### src/rtl/sys_arr_feeder_if.sv
// Feeder-side bundle: start/k_len command, FIFO read port and PE-array edge.
// master drives commands, FIFO state and stall; slave is the feeder itself.
interface sys_arr_feeder_if #(
    parameter int BW = 2,
    parameter int KW = 8,
    parameter int WW = 8
);
    logic                   start;
    logic [KW-1:0]          k_len;
    logic                   fifo_empty;
    logic [BW-1:0][WW-1:0]  fifo_dat;
    logic                   fifo_pop;
    logic                   arr_stall;
    logic [BW-1:0][WW-1:0]  arr_dat;
    logic [BW-1:0]          arr_vld;
    logic                   busy;
    logic                   done;

    modport master (
        output start, k_len, fifo_empty, fifo_dat, arr_stall,
        input  fifo_pop, arr_dat, arr_vld, busy, done
    );

    modport slave (
        input  start, k_len, fifo_empty, fifo_dat, arr_stall,
        output fifo_pop, arr_dat, arr_vld, busy, done
    );
endinterface

### src/rtl/sys_arr_feeder.sv
// Drains k_len FIFO entries onto the systolic-array edge with diagonal skew
// (lane i lags lane 0 by i cycles), flushes the skew chain, then pulses done.
module sys_arr_feeder #(
    parameter int BW = 2,
    parameter int KW = 8,
    parameter int WW = 8
) (
    input  logic            clk,
    input  logic            nRST,
    sys_arr_feeder_if.slave bus
);
    typedef enum logic [1:0] {IDLE, FEED, DRAIN, DONE} state_t;

    localparam int DW = $clog2(BW) + 1;
    localparam logic [DW-1:0] DLAST = DW'(BW - 2);

    state_t                 state, nxt;
    logic [KW-1:0]          count, k_len_q;
    logic [DW-1:0]          dcnt;
    logic                   adv, pop, last_pop;
    logic [BW-1:0][WW-1:0]  in_dat, out_dat;
    logic [BW-1:0]          out_vld;

    assign adv      = ~bus.arr_stall;
    assign pop      = (state == FEED) & ~bus.fifo_empty & adv & (count < k_len_q);
    assign last_pop = pop & ((count + KW'(1)) == k_len_q);

    always_comb begin
        nxt = state;
        case (state)
            IDLE:    if (bus.start) nxt = (bus.k_len == '0) ? DONE : FEED;
            FEED:    if (last_pop) nxt = (BW == 1) ? DONE : DRAIN;
            DRAIN:   if (adv && (dcnt == DLAST)) nxt = DONE;
            DONE:    nxt = IDLE;
            default: nxt = IDLE;
        endcase
    end

    always_ff @(posedge clk or negedge nRST) begin
        if (!nRST) state <= IDLE;
        else       state <= nxt;
    end

    always_ff @(posedge clk or negedge nRST) begin
        if (!nRST) begin
            count   <= '0;
            k_len_q <= '0;
            dcnt    <= '0;
        end else begin
            if (state == IDLE && bus.start) begin
                k_len_q <= bus.k_len;
                count   <= '0;
            end
            if (pop) count <= count + KW'(1);
            if (last_pop) dcnt <= '0;
            else if (state == DRAIN && adv) dcnt <= dcnt + DW'(1);
        end
    end

    assign in_dat = pop ? bus.fifo_dat : '0;

    // Lane i is an (i+1)-deep chain; all lanes share one advance enable so
    // bubbles and stalls never disturb the diagonal alignment.
    for (genvar i = 0; i < BW; i++) begin : g_lane
        logic [i:0][WW-1:0] sd;
        logic [i:0]         sv;

        always_ff @(posedge clk or negedge nRST) begin
            if (!nRST) begin
                sd <= '0;
                sv <= '0;
            end else if (adv) begin
                sd[0] <= in_dat[i];
                sv[0] <= pop;
                for (int unsigned j = 1; j <= i; j++) begin
                    sd[j] <= sd[j-1];
                    sv[j] <= sv[j-1];
                end
            end
        end

        assign out_dat[i] = sd[i];
        assign out_vld[i] = sv[i];
    end

    assign bus.arr_dat  = out_dat;
    assign bus.arr_vld  = out_vld;
    assign bus.fifo_pop = pop;
    assign bus.busy     = (state == FEED) | (state == DRAIN);
    assign bus.done     = (state == DONE);
endmodule

### src/flat_wrapper.sv
// flat-port wrapper written by rule: the top's interface ports become plain ports
module sys_arr_feeder_flat 
#(
    parameter int BW = 2,
    parameter int KW = 8,
    parameter int WW = 8
)
  (clk, nRST, bus_start, bus_k_len, bus_fifo_empty, bus_fifo_dat, bus_arr_stall, bus_fifo_pop, bus_arr_dat, bus_arr_vld, bus_busy, bus_done);
  sys_arr_feeder_if #(.BW(BW), .KW(KW), .WW(WW)) bus_i ();
  input  logic clk;
  input  logic nRST;
  input wire logic [$bits(bus_i.start)-1:0] bus_start;
  input wire logic [$bits(bus_i.k_len)-1:0] bus_k_len;
  input wire logic [$bits(bus_i.fifo_empty)-1:0] bus_fifo_empty;
  input wire logic [$bits(bus_i.fifo_dat)-1:0] bus_fifo_dat;
  input wire logic [$bits(bus_i.arr_stall)-1:0] bus_arr_stall;
  output wire logic [$bits(bus_i.fifo_pop)-1:0] bus_fifo_pop;
  output wire logic [$bits(bus_i.arr_dat)-1:0] bus_arr_dat;
  output wire logic [$bits(bus_i.arr_vld)-1:0] bus_arr_vld;
  output wire logic [$bits(bus_i.busy)-1:0] bus_busy;
  output wire logic [$bits(bus_i.done)-1:0] bus_done;
  assign bus_i.start = bus_start;
  assign bus_i.k_len = bus_k_len;
  assign bus_i.fifo_empty = bus_fifo_empty;
  assign bus_i.fifo_dat = bus_fifo_dat;
  assign bus_i.arr_stall = bus_arr_stall;
  assign bus_fifo_pop = bus_i.fifo_pop;
  assign bus_arr_dat = bus_i.arr_dat;
  assign bus_arr_vld = bus_i.arr_vld;
  assign bus_busy = bus_i.busy;
  assign bus_done = bus_i.done;
  sys_arr_feeder #(.BW(BW), .KW(KW), .WW(WW)) u_core (.clk(clk), .nRST(nRST), .bus(bus_i));
endmodule
### config.mk
export PLATFORM = sky130hd
export DESIGN_NAME = sys_arr_feeder_flat
export DESIGN_NICKNAME = d
export VERILOG_FILES = /design/src/rtl/sys_arr_feeder_if.sv /design/src/rtl/sys_arr_feeder.sv /design/src/flat_wrapper.sv
export SDC_FILE = /design/constraint.sdc
export NUM_CORES = 1
export LEC_CHECK = 0
export CORE_AREA = 4 4 74 76
export CTS_BUF_LIST = sky130_fd_sc_hd__clkbuf_8
export CTS_CLUSTER_SIZE = 25
export DETAILED_ROUTE_END_ITERATION = 10
export DIE_AREA = 0 0 78 80
export GPL_TIMING_DRIVEN = 0
export PLACE_DENSITY = 0.85
export SLEW_MARGIN = 25
export SYNTH_ARGS = -nofsm -noshare
export SYNTH_HDL_FRONTEND = slang
export SYNTH_SLANG_ARGS = --single-unit
export TNS_END_PERCENT = 20
### constraint.sdc
create_clock -name clk -period 2.6 [get_ports clk]
set_clock_uncertainty 0.1 [all_clocks]
set_input_delay 0.52 -clock clk [delete_from_list [all_inputs] [get_ports clk]]
set_output_delay 0.52 -clock clk [all_outputs]
set_load 0.005 [all_outputs]
==> Yosys cells after proc, flatten, opt, wreduce, memory -nomap -nowiden <==
Cells that the tools add are included.
{ "totals": {"wordCells": 45, "in_bits": 29, "output_inout_bits": 21, "memories": 0, "register_bits": 47, "mem_bits_ro": 0, "ram_bits": 0, "latch_bits": 0} }
{ "classes": {"reduce_logical": 9, "add_sub_neg": 2, "magnitude_cmp": 1, "div_mod_pow": 0, "n_eq_ne": 7, "bitwise_logic": 7, "multipliers": 0, "n_mux": 10, "n_shift": 0} }
{ "op_table": {"columns": ["operator", "n"], "rows": [
  ["$mux W16", 1],
  ["$mux W8", 2],
  ["$mux W2", 6],
  ["$add A8 B1 Y8 const B", 1],
  ["$eq A8 B8 Y1", 1],
  ["$logic_not A8 Y1", 1],
  ["$lt A8 B8 Y1", 1],
  ["$pmux W2 S4", 1],
  ["$and A1 B1 Y1", 4],
  ["$eq A2 B2 Y1 const B", 2],
  ["$logic_not A2 Y1", 2],
  ["$ne A2 B1 Y1 const B", 2],
  ["$reduce_bool A2 Y1", 2],
  ["$logic_and A1 B1 Y1", 3],
  ["$reduce_and A3 Y1", 1],
  ["$add A2 B1 Y2 const B", 1],
  ["$eq A2 B1 Y1 const B", 1],
  ["$ne A2 B2 Y1 const B", 1],
  ["$not A1 Y1", 2],
  ["$or A1 B1 Y1", 1]
]} }

==> Logic depth before layout (Yosys ltp) <==
Gate-level depths: netlist (run 1).
{ "depth": {"ltp_word": 7, "mapped_depth": 9, "depth_no_buf": 8} }

==> Worst setup path before layout (run 1) <==
No wires, ideal clock.
{ "synth_path": {"path_type": "register to register", "startpoint": "register u_core.count[5]", "endpoint": "register u_core.g_lane[0].sd[0] (netlist bit)", "arrival_time_ps": 2018, "slack_ps": 416, "required_ps": 2434, "n_path_buf": 2, "setup_ps": 66, "period_less_slack_ps": 2184, "path_stages_with_launch": 8, "cell_sequence": "dfrtp_1 ha_1 a211oi_1 a31oi_1 nor2_1 clkbuf_1 buf_1 a22o_1"} }
{ "synth_between": {"elab_chain_cells": 3} }
{ "synth_lines": {"columns": ["item", "line", "text"], "rows": [
  ["start: declaration", "sys_arr_feeder.sv:18", "logic [KW-1:0] count, k_len_q;"],
  ["start signal: assignment", "sys_arr_feeder.sv:54", "if (pop) count <= count + KW'(1);"],
  ["$lt A8 B8 Y1", "sys_arr_feeder.sv:25", "assign pop = (state == FEED) & ~bus.fifo_empty & adv & (count < k_len_q);"],
  ["$and A1 B1 Y1", "sys_arr_feeder.sv:25", null],
  ["$mux W16", "sys_arr_feeder.sv:60", "assign in_dat = pop ? bus.fifo_dat : '0;"],
  ["end signal: indexed assignment", "sys_arr_feeder.sv:76", "sd[j] <= sd[j-1];"],
  ["end: declaration", "sys_arr_feeder.sv:65", "logic [i:0][WW-1:0] sd;"]
]} }
Every way passes these cells.
A chain may end at the register's enable or synchronous reset.

==> Final worst setup path (run 1) <==
{ "layout_path": {"startpoint": "register u_core.count[4]", "endpoint": "output port bus_fifo_pop"} }
{ "layout_between": {"elab_chain_cells": 2} }
{ "layout_lines": {"columns": ["item", "line", "text"], "rows": [
  ["$lt A8 B8 Y1", "sys_arr_feeder.sv:25", null],
  ["$and A1 B1 Y1", "sys_arr_feeder.sv:25", null],
  ["end: declaration", "flat_wrapper.sv:17", "output wire logic [$bits(bus_i.fifo_pop)-1:0] bus_fifo_pop;"]
]} }
Every way passes these cells.

==> results of run 1 <==
-- cells in the mapped netlist (2+ instances only) --
library cell	n
nand3_1	7
clkbuf_1	6
ha_1	15
a22o_1	21
xnor2_1	8
mux2_2	10
xor2_1	5
a31oi_1	2
nor3_1	4
nor4_1	3
a2111oi_0	2
dfrtp_1	46
o31ai_1	3
o21ai_0	12
buf_4	9
o211ai_1	2
nand4_1	2
and2_1	2
buf_1	2
nor2b_1	2
inv_1	16
or4_1	2
nand2_1	23
nor2_1	10
a211oi_1	2
-- critical path, delay by kind of cell, from the launching register on --
| kind | cells | cell delay [ns] |
|---|---|---|
| AO/OA/AOI/OAI | 3 | 0.57 |
| adder cells (fa/ha/maj) | 1 | 0.30 |
| flip-flops | 1 | 0.41 |
| AND/OR/NAND/NOR | 1 | 0.13 |
| buffers and inverters | 2 | 0.23 |
-- power breakdown --
group	leakage (nW)	internal, W	switching (W)	total, W
clock network	0.0585	0.000288	0.000260	0.000548
logic	0.886	0.000794	0.000656	0.00145
registers	0.607	0.000897	0.000135	0.00103
-- area by class of cell --
type / count / area, um^2
Inverter: 16 / 60.06
Sequential cell: 46 / 1155
Fill cell: 344 / 1289
Clock buffer: 5 / 68.82
Multi-Input combinational cell: 153 / 1245
Tap cell: 67 / 83.83
Buffer: 19 / 125.1
Timing Repair Buffer: 68 / 653.1
Clock inverter: 3 / 43.79
-- logic make-up (layout without fill, tap and decap cells) --
kind of cell	after synthesis	after routing
compound gates	50	50
xor+xnor	13	13
fa+ha+maj	15	15
buf+inv	35	111
flops	46	46
mux	11	11
simple gates	64	64
-- stage by stage --
| step | hold slack, ns | cell area (um^2) | power (W) | std cells |
|---|---|---|---|---|
| final | 0.02920 | 3435 | 0.003030 | 377 |
| after global routing | 0.04418 | 3435 | 0.003221 | 377 |
| after CTS | 0.03392 | 3347 | 0.002932 | 375 |
| after detailed placement | 0.3634 | 3044 | 0.002152 | 351 |
| after global placement | 0.3871 | 3029 | 0.002079 | 350 |
| after floorplan | 0.1244 | 2455 | 0.001739 | 234 |
-- final timing paths --
path | slack (ns) | to
min in group clk | 0.41 | u_core.bus.arr_dat[14]
setup / recovery | 0.03 | bus_fifo_pop
max in group asynchronous | 1.86 | u_core.count[0]
hold reg to reg | 0.41 | u_core.bus.arr_dat[14]
hold / removal | 0.03 | u_core.state[1]
setup reg to reg | 0.08 | u_core.count[6]
-- repair_timing --
item,4_1_cts,5_1_grt
setup buffers,19,3
resized for setup,23,15
setup endpoints to repair,12,16
cloned,0,0
pin swaps,9,9
-- routing by layer --
| metal | global-route usage, % | wire length (um) | vias up |
|---|---|---|---|
| met4 | 5.944 | 76 | 0 |
| met2 | 34.85 | 3197 | 63 |
| met5 | 0 | 0 | - |
| met1 | 23.14 | 2454 | 984 |
| met3 | 5.192 | 321 | 10 |
| li1 | - | - | 974 |
-- state kept, by name (all words and copies together) (netlist names) --
signal / flops
u_core.g_lane.sv: 2
u_core.bus.arr_dat: 8
u_core.state: 2
u_core.k_len_q: 8
u_core.dcnt: 2
u_core.count: 8
u_core.g_lane.sd: 16
==> metrics.txt, run 1 <==
outcome complete, no violations; syn_nets 278; max_cap viols 0; Slowest-stage cell, CP dfrtp_1; Placement Setup Slack -0.7197 ns; most common cell after layout, fill and taps aside clkdlybuf4s50_1; Synth Area in Adders 7.645%; antenna violations before repair 0; first-pass GRT wire length 9.535 mm; Fin Setup TNS 0 ns; core area 0.004723 mm^2; Initial Utilization 51.97%; # port buffers 49; Slew @ Worst Pin 0.5053 ns; highest clock rate 0.3897 GHz; worst r2r path cells 9; Critical Path RT 1.98 ns; final number of hold-violating endpoints 0; Post-Synthesis Cells 234; fin crit share 98.69%; grt ovf 0; largest net degree at the start of global routing 32; post-synth top area share 46.89%; WS Path Type flip-flop to output pin; die width 78 um; Placer Congestion 0.8636; Die Y 80 um; number of flops mapped to enable cells by yosys 0; VDD IR max 658.1 uV; ys flop type dfrtp_1; asr flop ratio synth 100.0%; Root Buffer clkbuf_8; worst skew pair latency 0.30 ns; wire per inst 16.05 um; Critical R2R Launch u_core.count[4]; n_diodes 0; CP endpoint kind output pin; TritonCTS buffer count 5; Clock transition at path regs 0.09 ns; First-pass DRT Iterations 4; area fraction in compound gates after synthesis 15.19%; synthesis-stage register bit count 46; count of hold buffers inserted by post-cts repair 0; H-Tree Depth 2; fin nets 353; post-synthesis sequential area ratio 46.89%; CP startpoint u_core.count[4]; CTS Sinks 46; delay of the slowest cell on the worst path 0.41 ns; vias in the first global route 2055; worst path cell trace ha_1, o21a_1, o211ai_1, a31oi_4, nor2_2, clkbuf_8, buf_6; Slew Limit Fails 0; final core area utilization 72.72%; die area 0.006240 mm^2; Setup Viol. Count Final 0; largest family of logic cells by synthesized area compound AO/OA/AOI/OAI gates; antenna viol nets, final 0; xor/xnor share of the synthesized area 4.638%; area leader, netlist dfrtp_1; slew margin rel. 66.31%; library cells used by synthesis 43; Ys Warns 0; Total Wirelength 6.050 mm; Tmin final 2.566 ns; leakage 1.552 nW; GRT Total Usage 19.60%; synth top area cells dfrtp_1 (47%), ha_1 (7.6%), a22o_1 (7.5%), mux2_2 (4.6%), nand2_1 (3.5%); syn_area_per_cell 10.49 um^2; Post-Syn Area 0.002455 mm^2; # DRC 0; layout cells sized above 1 24.52%; clock buffer depth 2; most frequent cells in the layout clkdlybuf4s50_1 (47), dfrtp_1 (43), buf_4 (24); pwr/cell area 882.2 mW/mm^2; drt via density 5.387; P&R area growth vs syn 39.91%; hpwl dp 4.090 mm; vias 2031; IO Pins 50; Simple-Gate Fraction of Synth Area 13.56%; Setup WS post-layout 0.03394 ns; drt first-iter violations 156; CTS tree yes; Rows 25; proportion of synthesized area in mux cells 4.995%; CP Data Arrival Time 1.95 ns; Setup crit start kind flip-flop; critical-path maximum fanout 2; HP Class input port to async pin
Power figures use the tool's default switching activity.
==> inputs of run 2 (changes only) <==
- CTS_CLUSTER_DIAMETER: default -> 30
==> results of run 2 <==
Same layout as run 1: the final DEF is identical, and so are final timing and power.
==> inputs of run 3 (changes only) <==
- CTS_CLUSTER_DIAMETER: 30 -> default
- MAX_ROUTING_LAYER: default -> met4
==> metrics.txt, run 3 (synthesis gave the netlist of run 1 again) <==
switching portion of total power 34.70% (was 34.68%); WS Path Type flip-flop to output pin (unchanged); Root Buffer clkbuf_8 (unchanged); final number of hold-violating endpoints 0 (unchanged); die area 0.006240 mm^2 (unchanged); Rows 25 (unchanged); worst path cell trace ha_1, o21a_1, o211ai_1, a31oi_4, nor2_2, clkbuf_8, buf_6 (unchanged); M1 wire length 2.483 mm (was 2.454 mm); highest clock rate 0.3887 GHz (was 0.3897 GHz); Placer Congestion 0.8775 (was 0.8636); CTS tree yes (unchanged); Sequential Power Share 34.1% (about the same); wire per inst 16.11 um (was 16.05 um); Initial Utilization 51.97% (unchanged); # DRC 0 (unchanged); hpwl dp 4.090 mm (unchanged); switching power 0.001052 W (was 0.001051 W); CP bufs+invs 2 (unchanged); first-pass GRT wire length 9.542 mm (was 9.535 mm); most frequent cells in the layout clkdlybuf4s50_1 (47), dfrtp_1 (43), buf_4 (24) (unchanged); Total Wirelength 6.074 mm (was 6.050 mm); DR top layer met4 (unchanged); vias in the first global route 2045 (was 2055); CP endpoint kind output pin (unchanged); Clock transition at path regs 0.09 ns (about the same); drt via density 5.411 (was 5.387); largest net degree at the start of global routing 32 (unchanged); worst skew pair latency 0.30 ns (about the same); Tmin final 2.573 ns (was 2.566 ns); outcome complete, no violations (unchanged); antenna viol nets, final 0 (unchanged); Final Total Pwr 0.003032 W (was 0.003030 W); TritonCTS buffer count 5 (unchanged); Slew Limit Fails 0 (unchanged); First-pass DRT Iterations 7 (was 4); max_cap viols 0 (unchanged); pwr/cell area 882.7 mW/mm^2 (was 882.2 mW/mm^2); core area 0.004723 mm^2 (unchanged); combinational power share 47.9% (was 47.8%); Slew @ Worst Pin 0.5120 ns (was 0.5053 ns); H-Tree Depth 2 (unchanged); grt ovf 0 (unchanged); drt first-iter violations 170 (was 156); IO Pins 50 (unchanged); internal power 0.001980 W (was 0.001979 W); fin nets 353 (unchanged); fin crit share 98.95% (was 98.69%); slew margin rel. 65.86% (was 66.31%); clock buffer depth 2 (unchanged); VDD IR max 656.7 uV (was 658.1 uV); P&R area growth vs syn 39.91% (unchanged); CTS Sinks 46 (unchanged); DR WL met2 3.172 mm (was 3.197 mm); leakage 1.552 nW (unchanged); Critical Path RT 1.98 ns (about the same); die width 78 um (unchanged); routed wl met3 326 um (was 321 um); most common cell after layout, fill and taps aside clkdlybuf4s50_1 (unchanged); antenna violations before repair 0 (unchanged); vias 2040 (was 2031); register with the most flip-flops u_core.g_lane.sd (unchanged); n_diodes 0 (unchanged); layout cells sized above 1 24.52% (unchanged); hold slack 0.02948 ns (was 0.02920 ns); critical-path maximum fanout 2 (unchanged); CP Data Arrival Time 1.95 ns (about the same); power share of the clock group 18.1% (about the same); Die Y 80 um (unchanged); GRT Total Usage 20.16% (was 19.60%); HP Class input port to async pin (unchanged); # port buffers 49 (unchanged); delay-heaviest family, CP compound AO/OA/AOI/OAI gates (unchanged); Setup crit start kind flip-flop (unchanged); Setup Viol. Count Final 0 (unchanged); number of flip-flops in the largest register 16 (unchanged); Slowest-stage cell, CP dfrtp_1 (unchanged); delay of the slowest cell on the worst path 0.41 ns (about the same)
-- run 3: cell counts in the layout (fill, tap and decap cells not counted) --
No cell type changed its count.
-- run 3: area by class of cell --
cell class | count | area [um^2]
flip-flops and latches | 46 | 1155
repair buffers | 68 | 653.1
well taps | 67 | 83.83
fillers | 344 | 1289
inverters | 16 | 60.06
clock buffers | 5 | 68.82
multi-input cells | 153 | 1245
clock inverters | 3 | 43.79
plain buffers | 19 | 125.1
-- run 3: routing by layer --
layer	global-route usage [%]	up-vias
met5	-	-
met4	5.944	0
met3	4.853	14
met2	34.93	71
met1	23.36	980
li1	-	975
-- run 3: per-stage QoR --
stage	area (um^2)	setup slack, ns	std cells	util, %	setup TNS (ns)
2_1_floorplan	2455	0.4156	234	-	0
3_3_place_gp	3029	-0.6664	350	64.13	-17.13
3_5_place_dp	3044	-0.7197	351	64.45	-4.785
4_1_cts	3347	-0.02799	375	70.86	-0.03146
5_1_grt	3435	-0.04582	377	72.72	-0.07827
6_report	3435	0.02738	377	72.72	0
-- run 3: path summary, 6_finish.rpt --
path	start	end	slack, ns	cells after the start
worst max-delay path	u_core.count[4]	bus_fifo_pop	0.03	7
max in group asynchronous	nRST	u_core.count[0]	1.86	2
worst min register to register	u_core.bus.arr_dat[14]	u_core.bus.arr_dat[14]	0.42	1
worst min-delay path	nRST	u_core.state[1]	0.03	1
worst max register to register	u_core.count[4]	u_core.count[6]	0.05	9
min in group clk	u_core.bus.arr_dat[14]	u_core.bus.arr_dat[14]	0.42	1
-- run 3: what timing repair did --
item	4_1_cts	5_1_grt
setup endpoints to repair	12	16
hold buffers	0	0
gates resized for setup	23	15
pin swaps	9	9
buffers inserted	19	3
-- run 3: power groups by stage --
stage	combinational (W)	clock, W	sequential, W
2_1_floorplan	0.000728	0	0.00101
3_3_place_gp	0.00104	0	0.00103
3_5_place_dp	0.00111	0	0.00104
4_1_cts	0.00136	0.000556	0.00102
5_1_grt	0.00158	0.000590	0.00105
6_report	0.00145	0.000548	0.00103
-- run 3: worst register-to-register path, delay by kind of cell (launching register included) --
family,cells,cell delay (ns)
flops,1,0.41
fa+ha+maj,1,0.30
buf+inv,2,0.29
compound gates,6,1.34
